File: config.mk
export PLATFORM = sky130hd
export DESIGN_NAME = aes_round_ctrl
export DESIGN_NICKNAME = d
export VERILOG_FILES = /design/src/rtl/aes_round_ctrl.sv
export SDC_FILE = /design/constraint.sdc
export NUM_CORES = 1
export LEC_CHECK = 0
export ABC_AREA = 0
export ABC_CLOCK_PERIOD_IN_PS = 2400
export CORE_AREA = 2 2 256 258
export DETAILED_ROUTE_END_ITERATION = 7
export DIE_AREA = 0 0 258 260
export PLACE_DENSITY = 0.43
export SETUP_SLACK_MARGIN = 0.5
export SKIP_CTS_REPAIR_TIMING = 1
export SLEW_MARGIN = 20
export SYNTH_ARGS = -nofsm -noshare
export SYNTH_HDL_FRONTEND = slang
export SYNTH_SLANG_ARGS = --single-unit
File: constraint.sdc
create_clock -name clk_i -period 2.4 [get_ports clk_i]
set_input_delay 0.48 -clock clk_i [delete_from_list [all_inputs] [get_ports clk_i]]
set_output_delay 0.48 -clock clk_i [all_outputs]
set_load 0.01 [all_outputs]
File: src/rtl/aes_round_ctrl.sv
// Iterative AES encryption sequencer: owns the cipher state, steps an external round datapath and key store.
// Optional build macro AES_ABORT_EN adds an abort_i port that returns ROUND/DONE to IDLE.
module aes_round_ctrl #(
    parameter int unsigned NR       = 10,
    parameter int unsigned RK_IDX_W = 4
) (
    input  logic                clk_i,
    input  logic                rst_i,
    input  logic                in_valid_i,
    output logic                in_ready_o,
    input  logic [127:0]        in_data_i,
    output logic                out_valid_o,
    input  logic                out_ready_i,
    output logic [127:0]        out_data_o,
    output logic [RK_IDX_W-1:0] rk_idx_o,
    input  logic [127:0]        rk_data_i,
    output logic [127:0]        dp_state_o,
    output logic                dp_last_o,
    input  logic [127:0]        dp_result_i
`ifdef AES_ABORT_EN
    ,
    input  logic                abort_i
`endif
);

    localparam int unsigned BLK_W = 128;
    localparam logic [RK_IDX_W-1:0] LAST_RND = RK_IDX_W'(NR);

    typedef enum logic [1:0] {
        S_IDLE  = 2'd0,
        S_ROUND = 2'd1,
        S_DONE  = 2'd2
    } fsm_e;

    fsm_e                fsm_q, fsm_d;
    logic [RK_IDX_W-1:0] cnt_q, cnt_d;
    logic [BLK_W-1:0]    state_q, state_d;
    logic                in_ready_q, in_ready_d;
    logic                out_valid_q, out_valid_d;
    logic                dp_last_q, dp_last_d;
    logic                abort_c;

`ifdef AES_ABORT_EN
    assign abort_c = abort_i;
`else
    assign abort_c = 1'b0;
`endif

    // Next state; handshake flags are derived from the next state so every output is a flop.
    always_comb begin
        fsm_d       = fsm_q;
        cnt_d       = cnt_q;
        state_d     = state_q;
        in_ready_d  = 1'b0;
        out_valid_d = 1'b0;
        dp_last_d   = 1'b0;

        case (fsm_q)
            S_IDLE: begin
                if (in_valid_i) begin
                    state_d = in_data_i ^ rk_data_i;
                    cnt_d   = RK_IDX_W'(1);
                    fsm_d   = S_ROUND;
                end
            end
            S_ROUND: begin
                state_d = dp_result_i ^ rk_data_i;
                if (cnt_q == LAST_RND) begin
                    cnt_d = '0;
                    fsm_d = S_DONE;
                end else begin
                    cnt_d = cnt_q + RK_IDX_W'(1);
                end
            end
            S_DONE: begin
                if (out_ready_i) begin
                    fsm_d = S_IDLE;
                end
            end
            default: begin
                fsm_d = S_IDLE;
                cnt_d = '0;
            end
        endcase

        // Abort only matters once a block is in flight; accepting in IDLE takes precedence.
        if (abort_c && (fsm_q != S_IDLE)) begin
            fsm_d   = S_IDLE;
            cnt_d   = '0;
            state_d = '0;
        end

        in_ready_d  = (fsm_d == S_IDLE);
        out_valid_d = (fsm_d == S_DONE);
        dp_last_d   = (fsm_d == S_ROUND) && (cnt_d == LAST_RND);
    end

    always_ff @(posedge clk_i) begin
        if (rst_i) begin
            fsm_q       <= S_IDLE;
            cnt_q       <= '0;
            state_q     <= '0;
            in_ready_q  <= 1'b1;
            out_valid_q <= 1'b0;
            dp_last_q   <= 1'b0;
        end else begin
            fsm_q       <= fsm_d;
            cnt_q       <= cnt_d;
            state_q     <= state_d;
            in_ready_q  <= in_ready_d;
            out_valid_q <= out_valid_d;
            dp_last_q   <= dp_last_d;
        end
    end

    // Round counter is held at zero outside ROUND, so it doubles as the key index.
    assign in_ready_o  = in_ready_q;
    assign out_valid_o = out_valid_q;
    assign out_data_o  = state_q;
    assign dp_state_o  = state_q;
    assign dp_last_o   = dp_last_q;
    assign rk_idx_o    = cnt_q;

endmodule

==> out/results.tsv <==
stage	metric	value	unit
run_status	status	finished, final reports clean	
grt	GRT met2 Usage	18.28	%
sta	Fmax	0.5334	GHz
final_layout	Final Util	24.55	%
setup_path	Data arrival, critical path	1390	ps
final_layout	nets@finish	1644	
clock_network	CTS tree	done	
placed_design	placed standard-cell area	14320	um2
setup_path	critical path cell sequence	clkdlybuf4s50_1	
flow_run	max_cap viols	0	
yosys	cell taking the most area after synthesis	dfxtp_1	
yosys	top-area cell type share of the netlist area	35.49	%
yosys	Yosys warnings	0	
sta	Least-Margin Pin Slew	656.4	ps
final_layout	# fillers	6728	
grt	initial antenna violation count	1	
setup_path	crit end category	primary output	
sta	final worst setup slack	525.3	ps
floorplan	Die Span Y	260	um
clock_network	Clock transition at path regs	60	ps
drt	post-route antenna net violation count	0	
placed_design	Place WS	221.7	ps
yosys	Post-Syn Area	7727	um2
power_and_ir_drop	P_int	5.861	mW
grt	GRT Total Usage	9.696	%
yosys	mean area per synthesized cell	10.57	um2
yosys	count leader, synth	dfxtp_1	
drt	drt via density	3.435	
sta	Worst Skew	13.24	ps
setup_path	CP Class	reg -> out	
drt	wirelength, routed	35570	um
sta	RSZ-0062 raised after global routing	true	
power_and_ir_drop	leakage	9.395	nW
clock_network	Clock Latency Late Sink	470	ps
setup_path	slowest CP cell	clkdlybuf4s50_1	
yosys	Seq cells post-synth	137	
yosys	Mapped Nets	1121	
final_layout	Final Cell Area	15740	um2
power_and_ir_drop	sequential share of power	33.5	%
power_and_ir_drop	PwrDens	519.8	nW/um2
floorplan	die width	258	um
clock_network	total CTS buffers	17	
grt	GRT overflow	0	
final_layout	share of post-route cells with drive strength above 1	6.793	%
drt	routed length per instance	16.77	um
power_and_ir_drop	Gate power share	32.0	%
grt	first-pass GRT wire length	47760	um
floorplan	I/O Pins	651	
sta	crit share post-route	78.11	%
setup_path	CP top delay family	buffers and inverters	
floorplan	die area	67080	um2
yosys	Synth top cells by count	dfxtp_1 (137), xnor2_1 (129), a22o_1 (128), buf_4 (128), mux2i_1 (128)	
yosys	Syn Inst Count	731	
clock_network	Clock Tree Buf Depth	2	
power_and_ir_drop	power consumption	8.180	mW
grt	Most Crowded Layer GR	met2	
clock_network	# clock sinks	137	
placed_design	Detailed Place HPWL	27260	um
floorplan	core area	64120	um2
power_and_ir_drop	Clk pwr share	34.5	%
floorplan	Starting Density	12.05	%
placed_design	GP Congestion	0.8595	
setup_path	Crit path largest cell delay	550	ps
final_layout	antenna diode count	0	
final_layout	Layout area overhead	103.7	%
final_layout	Final Non-Filler Cells	2121	
setup_path	CP Launch Type	register	
sta	max_slew headroom	56.24	%
sta	Setup TNS Final	0	ps
floorplan	row count	93	
setup_path	CP Buf/Inv Count	1	
grt	M3 GR Usage	3.411	%
sta	setup violators final	0	
grt	largest net degree at the start of global routing	77	
power_and_ir_drop	P_sw	2.320	mW
drt	initial drt markers	228	
drt	drt first pass iters	4	
drt	via count	7285	
setup_path	worst-path maximum fanout	3	
placed_design	placed instance count	2084	
power_and_ir_drop	sw frac	28.36	%
clock_network	root buffer cell	clkbuf_16	
setup_path	Crit path required time	1920	ps
grt	Global Route met1 Usage	9.940	%
sta	fin crit period	1875	ps
sta	Final Hold Vio Count	0	
yosys	ys flop type	dfxtp_1	
placed_design	PortBufs	650	
sta	Min Hold Slack	490.7	ps
yosys	distinct cell type count after synthesis	29	
power_and_ir_drop	worst-case vdd ir drop	0.2678	mV
yosys	main area contributors after synthesis	dfxtp_1 (35%), mux2i_1 (17%), xnor2_1 (15%)	
yosys	Post-synth EDFFs	0	
drt	DR DRC count	0	
yosys	register area share after synthesis	35.49	%
yosys	Synth async-reset ratio	0	%
sta	final max-slew violation count	0	
clock_network	H-tree Lvls	4	
hold_path	Hold WC Path Type	reg -> reg	
grt	vias in the first global route	7418	
-- cell usage in the layout (no fill, tap or decap), drive strengths merged, types with 2 or more instances in the layout --
cell type	count
xnor2	129
clkinv	5
dlymetal6s2s	256
clkbuf	24
nor2	14
inv	2
a21oi	2
clkdlybuf4s50	394
a22o	128
a22oi	2
buf	22
dfxtp	137
clkinvlp	2
bufinv	3
mux2i	128
nor2b	2
ha	2
-- flip-flops by register name, indices dropped and copies added, names as in the netlist --
name and cells:
dp_last_o 1, fsm_q 2, out_valid_o 1, rk_idx_o 4, dp_state_o 128, in_ready_o 1
-- power by group through the flow --
stage / registers (mW) / clock network, mW / logic (mW)
after detailed placement: 2.81 / 0 / 2.70
after floorplan: 2.81 / 0 / 1.19
after CTS: 2.76 / 2.99 / 2.71
final: 2.74 / 2.82 / 2.61
after global routing: 2.77 / 3.07 / 2.78
after global placement: 2.81 / 0 / 2.70
-- logic make-up after synthesis --
logic type                 after synthesis  share of synthesized area, %
and+or+nand+nor                         24                         1.490
AOI/OAI and AO/OA                      138                         15.43
muxes                                  128                         16.58
buffers and inverters                  173                         16.06
xor gates and xnor gates               129                         14.62
adders and majority gates                2                        0.3238
DFF                                    137                         35.49
-- metal layers --
| metal | wire length [um] | vias up |
|---|---|---|
| met1 | 13100 | 3326 |
| met4 | 641 | 2 |
| met5 | 17 | - |
| met2 | 19060 | 408 |
| met3 | 2748 | 32 |
| li1 | - | 3517 |
-- final cells by class --
class                   instances  area, um2  area share (%)
clock buffers                  20      456.7           2.902
repair buffers                676       7515           47.75
flip-flops and latches        137       2778           17.65
clock inverters                11      146.4          0.9302
multi-input cells             421       3769           23.95
well taps                     855       1070           6.798
inverters                       1      3.754         0.02385
-- final timing paths --
path | startpoint | end | slack, ps | depth (start not counted)
worst min-delay path | dp_state_o[97] | dp_state_o[97] | 490 | 1
worst min register to register | dp_state_o[97] | dp_state_o[97] | 490 | 1
worst max register to register | fsm_q[0] | dp_state_o[35] | 630 | 6
worst max-delay path | dp_state_o[117] | out_data_o[117] | 530 | 1
(Power assumes the default switching activity.)
